`config.mk`:
```
export PLATFORM = sky130hd
export DESIGN_NAME = io_uart_tx
export DESIGN_NICKNAME = d
export VERILOG_FILES = /design/src/rtl/io_uart_pkg.sv /design/src/rtl/sync_fifo.sv /design/src/rtl/io_uart_tx.sv
export SDC_FILE = /design/constraint.sdc
export NUM_CORES = 1
export LEC_CHECK = 0
export CAP_MARGIN = 20
export CORE_MARGIN = 4
export CORE_UTILIZATION = 61
export CTS_CLUSTER_SIZE = 28
export DETAILED_ROUTE_END_ITERATION = 10
export PLACE_DENSITY = 0.93
export RECOVER_POWER = 100
export SLEW_MARGIN = 20
export SYNTH_ARGS = -nofsm -noshare
export SYNTH_HDL_FRONTEND = slang
export SYNTH_SLANG_ARGS = --single-unit
```
`constraint.sdc`:
```
create_clock -name clock -period 8.96 [get_ports clock]
set_input_delay 1.792 -clock clock [delete_from_list [all_inputs] [get_ports clock]]
set_output_delay 1.792 -clock clock [all_outputs]
set_load 0.05 [all_outputs]
```
`src/rtl/io_uart_pkg.sv`:
```
`default_nettype none
// ============================================================================
// Package     : io_uart_pkg
// Description : Shared types and register map for the io-bus UART transmitter.
// Revision    : 1.0 - initial release
// ============================================================================
package io_uart_pkg;

    typedef enum logic [2:0] {
        IDLE   = 3'd0,
        START  = 3'd1,
        DATA   = 3'd2,
        PARITY = 3'd3,
        STOP   = 3'd4
    } tx_state_t;

    // Register offsets relative to BASE_ADDR
    localparam logic [15:0] OFS_TX_DATA = 16'd0;
    localparam logic [15:0] OFS_STATUS  = 16'd1;

    // STATUS bit positions; count occupies [15:8]
    localparam int ST_FULL  = 0;
    localparam int ST_EMPTY = 1;
    localparam int ST_BUSY  = 2;
    localparam int ST_OVF   = 3;

    // Writing a 1 here in a STATUS store clears the overflow flag
    localparam int CLR_OVF_BIT = 3;

endpackage
`default_nettype wire

```
`src/rtl/sync_fifo.sv`:
```
`default_nettype none
// ============================================================================
// Module      : sync_fifo
// Description : Single-clock FIFO with show-ahead head and occupancy count.
// Revision    : 1.0 - initial release
// ============================================================================
module sync_fifo #(
    parameter int WIDTH = 8,
    parameter int DEPTH = 16
) (
    input  logic                   clock,
    input  logic                   reset,
    input  logic                   push,
    input  logic [WIDTH-1:0]       push_data,
    input  logic                   pop,
    output logic [WIDTH-1:0]       head,
    output logic                   full,
    output logic                   empty,
    output logic [$clog2(DEPTH):0] count
);

    localparam int            c_AW     = $clog2(DEPTH);
    localparam logic [c_AW:0] c_FULL   = DEPTH[c_AW:0];
    localparam logic [c_AW:0] c_ONE    = {{c_AW{1'b0}}, 1'b1};
    localparam logic [c_AW-1:0] c_STEP = {{(c_AW-1){1'b0}}, 1'b1};

    logic [WIDTH-1:0] r_mem [DEPTH];
    logic [c_AW-1:0]  r_wr_ptr;
    logic [c_AW-1:0]  r_rd_ptr;
    logic [c_AW:0]    r_count;
    logic             w_do_push;
    logic             w_do_pop;

    assign empty = (r_count == '0);
    assign full  = (r_count == c_FULL);
    assign count = r_count;
    assign head  = r_mem[r_rd_ptr];

    // A pop in the same cycle frees the slot, so a full FIFO still accepts
    assign w_do_pop  = pop & ~empty;
    assign w_do_push = push & (~full | w_do_pop);

    always_ff @(posedge clock) begin
        if (reset) begin
            r_wr_ptr <= '0;
            r_rd_ptr <= '0;
            r_count  <= '0;
        end else begin
            if (w_do_push) begin
                r_wr_ptr <= r_wr_ptr + c_STEP;
            end
            if (w_do_pop) begin
                r_rd_ptr <= r_rd_ptr + c_STEP;
            end
            if (w_do_push && !w_do_pop) begin
                r_count <= r_count + c_ONE;
            end else if (w_do_pop && !w_do_push) begin
                r_count <= r_count - c_ONE;
            end
        end
    end

    always_ff @(posedge clock) begin
        if (w_do_push) begin
            r_mem[r_wr_ptr] <= push_data;
        end
    end

endmodule
`default_nettype wire

```
`src/rtl/io_uart_tx.sv`:
```
`default_nettype none
// ============================================================================
// Module      : io_uart_tx
// Description : Memory-mapped UART transmitter: TX_DATA push, STATUS poll,
//               FIFO-fed 8N1 serialiser. Define IO_UART_TX_PARITY_EN to
//               insert an even parity bit (11 bit-time frames).
// Revision    : 1.0 - initial release
// ============================================================================
module io_uart_tx
    import io_uart_pkg::*;
#(
    parameter int          CLK_HZ     = 50_000_000,
    parameter int          BAUD       = 115200,
    parameter int          FIFO_DEPTH = 16,
    parameter logic [15:0] BASE_ADDR  = 16'hFF10
) (
    input  logic        clock,
    input  logic        reset,
    input  logic [15:0] waddr,
    input  logic [15:0] wdata,
    input  logic        wenable,
    input  logic [15:0] raddr,
    output logic [15:0] rdata,
    output logic        uart_txd,
    output logic        tx_irq
);

    localparam int                  c_BIT_TICKS   = CLK_HZ / BAUD;
    localparam int                  c_TICK_W      = $clog2(c_BIT_TICKS);
    localparam int                  c_CNT_W       = $clog2(FIFO_DEPTH) + 1;
    localparam logic [c_TICK_W-1:0] c_TICK_LAST   = c_TICK_W'(c_BIT_TICKS - 1);
    localparam logic [c_TICK_W-1:0] c_TICK_ONE    = c_TICK_W'(1);
    localparam logic [15:0]         c_ADDR_DATA   = BASE_ADDR + OFS_TX_DATA;
    localparam logic [15:0]         c_ADDR_STATUS = BASE_ADDR + OFS_STATUS;

    tx_state_t           r_state;
    tx_state_t           w_state_next;
    logic [c_TICK_W-1:0] r_baud_cnt;
    logic [c_TICK_W-1:0] w_baud_next;
    logic [2:0]          r_bit_cnt;
    logic [2:0]          w_bit_next;
    logic [7:0]          r_shift;
    logic [7:0]          w_shift_next;
    logic                r_txd;
    logic                w_txd_next;
    logic                r_ovf;
    logic                r_irq;
    logic [15:0]         r_rdata;
    logic [15:0]         w_status;
    logic                w_push_req;
    logic                w_clr_ovf;
    logic                w_pop;
    logic                w_load;
    logic                w_busy;
    logic                w_bit_done;
    logic [7:0]          w_head;
    logic                w_full;
    logic                w_empty;
    logic [c_CNT_W-1:0]  w_count;
    logic [7:0]          w_unused_wdata;
`ifdef IO_UART_TX_PARITY_EN
    logic                r_parity;
    logic                w_parity_next;
`endif

    assign w_push_req     = wenable & (waddr == c_ADDR_DATA);
    assign w_clr_ovf      = wenable & (waddr == c_ADDR_STATUS) & wdata[CLR_OVF_BIT];
    assign w_busy         = (r_state != IDLE);
    assign w_bit_done     = (r_baud_cnt == '0);
    assign w_unused_wdata = wdata[15:8];

    // Next byte is taken from IDLE, or straight out of STOP so frames abut
    assign w_load = ~w_empty & ((r_state == IDLE) | ((r_state == STOP) & w_bit_done));

    sync_fifo #(
        .WIDTH (8),
        .DEPTH (FIFO_DEPTH)
    ) u_fifo (
        .clock     (clock),
        .reset     (reset),
        .push      (w_push_req),
        .push_data (wdata[7:0]),
        .pop       (w_pop),
        .head      (w_head),
        .full      (w_full),
        .empty     (w_empty),
        .count     (w_count)
    );

    always_comb begin
        w_state_next = r_state;
        w_bit_next   = r_bit_cnt;
        w_shift_next = r_shift;
        w_baud_next  = r_baud_cnt;
        w_pop        = 1'b0;
`ifdef IO_UART_TX_PARITY_EN
        w_parity_next = r_parity;
`endif
        if (r_state != IDLE) begin
            w_baud_next = w_bit_done ? c_TICK_LAST : (r_baud_cnt - c_TICK_ONE);
        end

        case (r_state)
            IDLE: begin
                w_state_next = IDLE;
            end
            START: begin
                if (w_bit_done) begin
                    w_state_next = DATA;
                    w_bit_next   = 3'd0;
                end
            end
            DATA: begin
                if (w_bit_done) begin
                    w_shift_next = {1'b0, r_shift[7:1]};
                    w_bit_next   = r_bit_cnt + 3'd1;
                    if (r_bit_cnt == 3'd7) begin
`ifdef IO_UART_TX_PARITY_EN
                        w_state_next = PARITY;
`else
                        w_state_next = STOP;
`endif
                    end
                end
            end
`ifdef IO_UART_TX_PARITY_EN
            PARITY: begin
                if (w_bit_done) begin
                    w_state_next = STOP;
                end
            end
`endif
            STOP: begin
                if (w_bit_done) begin
                    w_state_next = IDLE;
                end
            end
            default: begin
                w_state_next = IDLE;
            end
        endcase

        if (w_load) begin
            w_pop        = 1'b1;
            w_state_next = START;
            w_shift_next = w_head;
            w_baud_next  = c_TICK_LAST;
`ifdef IO_UART_TX_PARITY_EN
            w_parity_next = ^w_head;
`endif
        end
    end

    // Line level is registered from the next state so uart_txd is glitch-free
    always_comb begin
        w_txd_next = 1'b1;
        case (w_state_next)
            START:   w_txd_next = 1'b0;
            DATA:    w_txd_next = w_shift_next[0];
`ifdef IO_UART_TX_PARITY_EN
            PARITY:  w_txd_next = w_parity_next;
`endif
            default: w_txd_next = 1'b1;
        endcase
    end

    always_comb begin
        w_status           = 16'h0000;
        w_status[15:8]     = 8'(w_count);
        w_status[ST_FULL]  = w_full;
        w_status[ST_EMPTY] = w_empty;
        w_status[ST_BUSY]  = w_busy;
        w_status[ST_OVF]   = r_ovf;
    end

    always_ff @(posedge clock) begin
        if (reset) begin
            r_state    <= IDLE;
            r_baud_cnt <= '0;
            r_bit_cnt  <= '0;
            r_shift    <= '0;
            r_txd      <= 1'b1;
            r_ovf      <= 1'b0;
            r_irq      <= 1'b1;
            r_rdata    <= 16'h0000;
`ifdef IO_UART_TX_PARITY_EN
            r_parity   <= 1'b0;
`endif
        end else begin
            r_state    <= w_state_next;
            r_baud_cnt <= w_baud_next;
            r_bit_cnt  <= w_bit_next;
            r_shift    <= w_shift_next;
            r_txd      <= w_txd_next;
            r_irq      <= w_empty & ~w_busy;
`ifdef IO_UART_TX_PARITY_EN
            r_parity   <= w_parity_next;
`endif
            if (w_push_req && w_full && !w_pop) begin
                r_ovf <= 1'b1;
            end else if (w_clr_ovf) begin
                r_ovf <= 1'b0;
            end
            // TX_DATA and unmapped addresses read as zero for the OR-combined bus
            r_rdata <= (raddr == c_ADDR_STATUS) ? w_status : 16'h0000;
        end
    end

    assign uart_txd = r_txd;
    assign tx_irq   = r_irq;
    assign rdata    = r_rdata;

endmodule
`default_nettype wire

```
# Word-level counts from Yosys, hierarchy flattened
# Memory sizes are Yosys's and may differ from the RTL's. A register that Yosys moved wholly into a read port is not among the register bits.
# Cells that the tools add are included.
word_totals:
  inputBits: 51
  reg_bits: 55
  n_memories: 1
  mem_bits_rw: 128
  output_inout_bits: 18
op_classes:
  eq_ne: 12
  reduce_logical: 21
  bitwise: 14
  mux: 25
  n_addsub: 6
memory_table:
  columns: ["memory", "words", "word_bits", "read_ports", "rd_clocked_by_memory_dff", "write_ports", "line_no", "text"]
  rows:
  - ["u_fifo.r_mem", 16, 8, 1, 1, 1, "sync_fifo.sv:27", "logic [WIDTH-1:0] r_mem [DEPTH];"]
op_table:
  columns: ["cell", "n"]
  rows:
  - ["16-bit == test (second input constant)", 3]
  - ["9-bit two-way mux", 3]
  - ["8-bit two-way mux", 3]
  - ["3-bit two-way mux", 7]
  - ["2-bit nonzero test", 6]
  - ["5-bit two-way mux", 2]
  - ["9-bit logical NOT", 1]
  - ["3-bit case mux with 3 select lines", 1]
  - ["9-bit by 1-bit subtractor with 9-bit output (second input constant)", 1]
  - ["4-bit by 1-bit adder with 4-bit output (second input constant)", 2]
  - ["1-bit AND", 8]
  - ["4-bit two-way mux", 2]
  - ["3-bit by 1-bit == test with 1-bit output (second input constant)", 2]
  - ["3-bit by 2-bit == test with 1-bit output (second input constant)", 2]
  - ["3-bit == test (second input constant)", 2]
  - ["3-bit case mux with 2 select lines", 1]
  - ["5-bit by 1-bit adder with 5-bit output (second input constant)", 1]
  - ["5-bit == test (second input constant)", 1]
  - ["5-bit logical NOT", 1]
  - ["1-bit two-way mux", 5]
  - ["5-bit by 1-bit subtractor with 5-bit output (second input constant)", 1]
  - ["1-bit logical AND", 4]
  - ["2-bit inequality test (second input constant)", 2]
  - ["1-bit inverter", 4]
  - ["other kinds (9)", 13]

# Depth between registers and ports, before layout
depth:
  ltp_word: 12
  depth_mapped: 16
  depth_no_buf: 14

# Modules after synthesis
# Synthesis repeated with hierarchy kept, for this count alone.
hier_totals:
  hier_cells: 498
  hier_area_um2: 7464.7
by_module_without_submodules:
  columns: ["module", "seq_area_each_um2", "cells_per_inst", "area_per_inst_um2", "instances"]
  rows:
  - ["sync_fifo", 4184.0, 307, 5769.3, 1]
  - ["io_uart_tx", 700.7, 191, 1695.4, 1]

# Worst setup path before layout
# Ideal clock, no wire load.
synth_timing:
  path_type: "input-to-reg"
  from: "input port waddr[1]"
  to: "register u_fifo.r_count[4], in the netlist u_fifo.count[4]"
  path_buffers: 1
  cell_stages: 13
  t_required_ps: 8889
  slack_ps: 4344
  arrival_time_ps: 4546
  path_cell_list: "or4b_1 nor4_2 nand2b_1 buf_2 nor2_1 ha_1 inv_1 fa_1 a21o_1 a21oi_1 xnor2_1 or3_1 a21oi_1"
synth_between:
  elab_chain_cells: 6
  elab_cells_between_ends: 8
synth_rtl:
  columns: ["item", "line_no", "text"]
  rows:
  - ["start: declaration", "io_uart_tx.sv:19", "input logic [15:0] waddr,"]
  - ["16-bit == test (*)", "io_uart_tx.sv:66", "assign w_push_req = wenable & (waddr == c_ADDR_DATA);"]
  - ["1-bit AND (*)", "io_uart_tx.sv:66", null]
  - ["1-bit AND (*)", "sync_fifo.sv:41", "assign w_do_push = push & (~full | w_do_pop);"]
  - ["net u_fifo.w_do_push", "sync_fifo.sv:31", "logic w_do_push;"]
  - ["1-bit logical NOT", "sync_fifo.sv:57", "end else if (w_do_pop && !w_do_push) begin"]
  - ["1-bit logical AND", "sync_fifo.sv:57", null]
  - ["2-bit nonzero test (no line)", null, null]
  - ["end signal: assignment", "sync_fifo.sv:56", "r_count <= r_count + c_ONE;"]
  - ["end signal: assignment", "sync_fifo.sv:58", "r_count <= r_count - c_ONE;"]
  - ["end: declaration", "sync_fifo.sv:30", "logic [c_AW:0] r_count;"]
# The timed path passes the listed nets; every way through them passes the cells marked *.
# A chain may end at the register's enable or synchronous reset.

# Worst setup path in the final report
layout_timing:
  from: "input port waddr[3]"
  to: "register u_fifo.r_count[4], in the netlist u_fifo.count[4]"
# Same word-level chain as after synthesis.

==> impl_metrics.toml <==
[setup_path]
crit_type = "in2reg"
worstSetupEndpointType = "register"
startpoint_type = "input port"
crit_fanout = 10
required_ns = 9.29
critical_path_arrival_ns = 5.90

[sta]
whs_ns = 0.488
max_freq_mhz = 180
hold_viol = 0
relSlewSlack_pct = -24.9
skew_ns = 0.0104
rsz0062_at_grt = "no"
setup_violations = 0
tightestPinTransition_ns = 1.87
drv_slew = 42
finalCritPeriodShare_pct = 62.1
fin_crit_ns = 5.56
fin_setup_tns_ns = 0

[status]
violations = "capacitance limit, slew limit"
status = "finished with violations"

[die]
coreArea_sq_um = 11700
fp-row-count = 39
floorplan.initialDensity_pct = 63.4
ios = 69
die-width_microns = 118
dieArea_sq_um = 13900
die_h_microns = 118

[final_layout]
fin_cells = 700
utilization_pct = 73.4
n_antenna_cell = 0
nNetsFinal = 609
area_growth_pct = 15.8
final_area_sq_um = 8560
drive_gt1_share_pct = 12.7

[placement]
dpl_cell_area_sq_um = 7980
place.gp.congestion = 0.885
dpl.cell_count = 668
io_buffers = 53
place_hpwl_mm = 10.0

[detailed_routing]
vias_per_cell = 6.53
routed_wl_mm = 16.2
num_vias = 4569
first_pass_iters = 5
drc = 0
ant_nets = 0
first_iter_violations = 494
wl_per_cell_microns = 23.1

[cts]
h-tree-depth = 4
cts_buffers = 17
cts.clk_slew.worst_paths_ns = 0.07
ctsHoldBuffers = 0
insertion_delay_ns = 0.42
root_buffer = "clkbuf_16"
cts_setup_buffers = 0
ctsResizeCount = 0
clockBufferDepth = 2
cts_tree = "yes"
clock-sinks = 180

[yosys]
yosys-top-cells-count = "edfxtp_1 (128), dfxtp_1 (52), mux4_2 (31)"
synth_most_common_cell = "edfxtp_1"
synthTopCellsByArea = "edfxtp_1 (52%), dfxtp_1 (14%), mux4_2 (9.4%), ha_1 (2.2%), a22oi_1 (1.8%)"
postSynthCellCount = 498
syn_area_per_cell_sq_um = 14.8
async_flop_share_pct = 0
seq_area_frac_synth_pct = 66.1
ys_types = 51
synth_top_area_share_pct = 52.0
dominantRegCellSynth = "edfxtp_1"
synth_seq_cells = 180
yosysTopAreaCell = "edfxtp_1"
synth_edf_count = 128
syn_area_sq_um = 7390
yosys_warnings = 0

[power_and_ir_drop]
leakage_nw = 2.86
ir_drop_uv = 165
power_density_nw_per_um2 = 281

[global_routing]
antenna_found_initial = 1
grt_pass1_wl_mm = 25.8
grt_overflow = 0
grt_pass1_vias = 4653
globalRouteTotalUtil_pct = 24.3
grt_max_degree = 42

[min_path]
hold_path_class = "reg2reg"

[job]
drv_cap = 1
-- where the power goes --
part | internal (mW) | switching (mW)
Clock | 0.424 | 0.317
Combinational | 0.281 | 0.341
Sequential | 0.955 | 0.0841
Total | 1.66 | 0.742
-- cells by family after synthesis --
family                   Yosys count  synth area share (%)
AO/OA/AOI/OAI                     73                  6.60
AND/OR/NAND/NOR                  142                  11.0
adder cells (fa/ha/maj)           14                  2.47
XOR/XNOR                           7                 0.829
buffers and inverters             44                  2.74
multiplexers                      37                  10.3
flip-flops                       180                  66.1
other                              1                0.0507
-- final cells by class --
| type | count | area [sq um] |
|---|---|---|
| fillers | 681 | 3100 |
| clock inverters | 12 | 144 |
| inverters | 10 | 37.5 |
| clock buffers | 20 | 447 |
| flip-flops and latches | 180 | 4890 |
| multi-input cells | 280 | 2320 |
| repair buffers | 55 | 542 |
| well taps | 143 | 179 |
-- path summary, 6_finish.rpt --
kind	cells past startpoint	start	endpoint	slack (ns)
worst max-delay path	13	waddr[3]	u_fifo.count[4]	3.40
worst min register to register	2	r_shift[1]	r_shift[1]	0.49
worst max register to register	14	r_baud_cnt[0]	u_fifo.count[4]	4.67
worst min-delay path	2	r_shift[1]	r_shift[1]	0.49
-- worst max-delay path, cell delays in order --
cell and delay [ns]:
dlygate4sd3_1 0.53, or4b_1 0.54, nor4_1 0.56, nand2b_1 0.34
nor2_1 0.44, ha_1 0.28, inv_1 0.11, fa_1 0.41
a21o_1 0.18, a21oi_1 0.17, xnor2_1 0.10, or3_1 0.31
a21oi_1 0.13
-- placed cells by master, fill, tap and decap left out, types with 3 or more instances in the layout --
cell type / synthesis / layout
a211oi_1: 6 / 6
a21o_1: 4 / 4
a21oi_1: 22 / 22
a22oi_1: 18 / 18
a311oi_1: 7 / 7
and2_0: 0 / 18
and3_1: 10 / 10
and4_1: 4 / 4
clkbuf_1: 17 / 3
clkbuf_16: 0 / 17
clkdlybuf4s50_1: 0 / 32
clkinvlp_4: 0 / 4
conb_1: 1 / 7
dfxtp_1: 52 / 51
dlygate4sd3_1: 0 / 21
edfxtp_1: 128 / 128
ha_1: 13 / 13
inv_1: 10 / 10
inv_6: 0 / 3
mux2i_1: 5 / 5
mux4_2: 31 / 31
nand2_1: 19 / 19
nand2b_1: 4 / 4
nand3_1: 6 / 6
nand4_1: 4 / 4
nor2_1: 29 / 29
nor2b_1: 6 / 6
nor3_1: 9 / 9
nor4_1: 6 / 7
nor4b_1: 4 / 4
o21ai_0: 7 / 7
or3_1: 5 / 5
or4b_1: 3 / 3
xnor2_1: 5 / 5
-- registers in the layout, summed over array words and instances (netlist names), named ones only --
register and count:
r_baud_cnt 9, r_bit_cnt 3, r_ovf 1, r_shift 8, r_state 3, rdata 9
tx_irq 1, u_fifo.count 5, u_fifo.r_mem 128, u_fifo.r_rd_ptr 4, u_fifo.r_wr_ptr 4, uart_txd 1
-- per-layer routing --
layer | track usage (%) | wire length (microns)
met2 | 40.9 | 8480
met3 | 6.73 | 1180
met1 | 30.0 | 6110
met4 | 9.38 | 376
met5 | 0 | 13
-- metrics by stage --
| step | power [mW] | worst slack (ns) |
|---|---|---|
| 6_report | 2.40 | 3.40 |
| 5_1_grt | 2.51 | 3.18 |
| 4_1_cts | 2.41 | 3.76 |
| 3_5_place_dp | 1.66 | 3.41 |
| 3_3_place_gp | 1.62 | 3.61 |
| 2_1_floorplan | 1.52 | 4.34 |
Note: power is estimated with default switching activity, not from simulation.
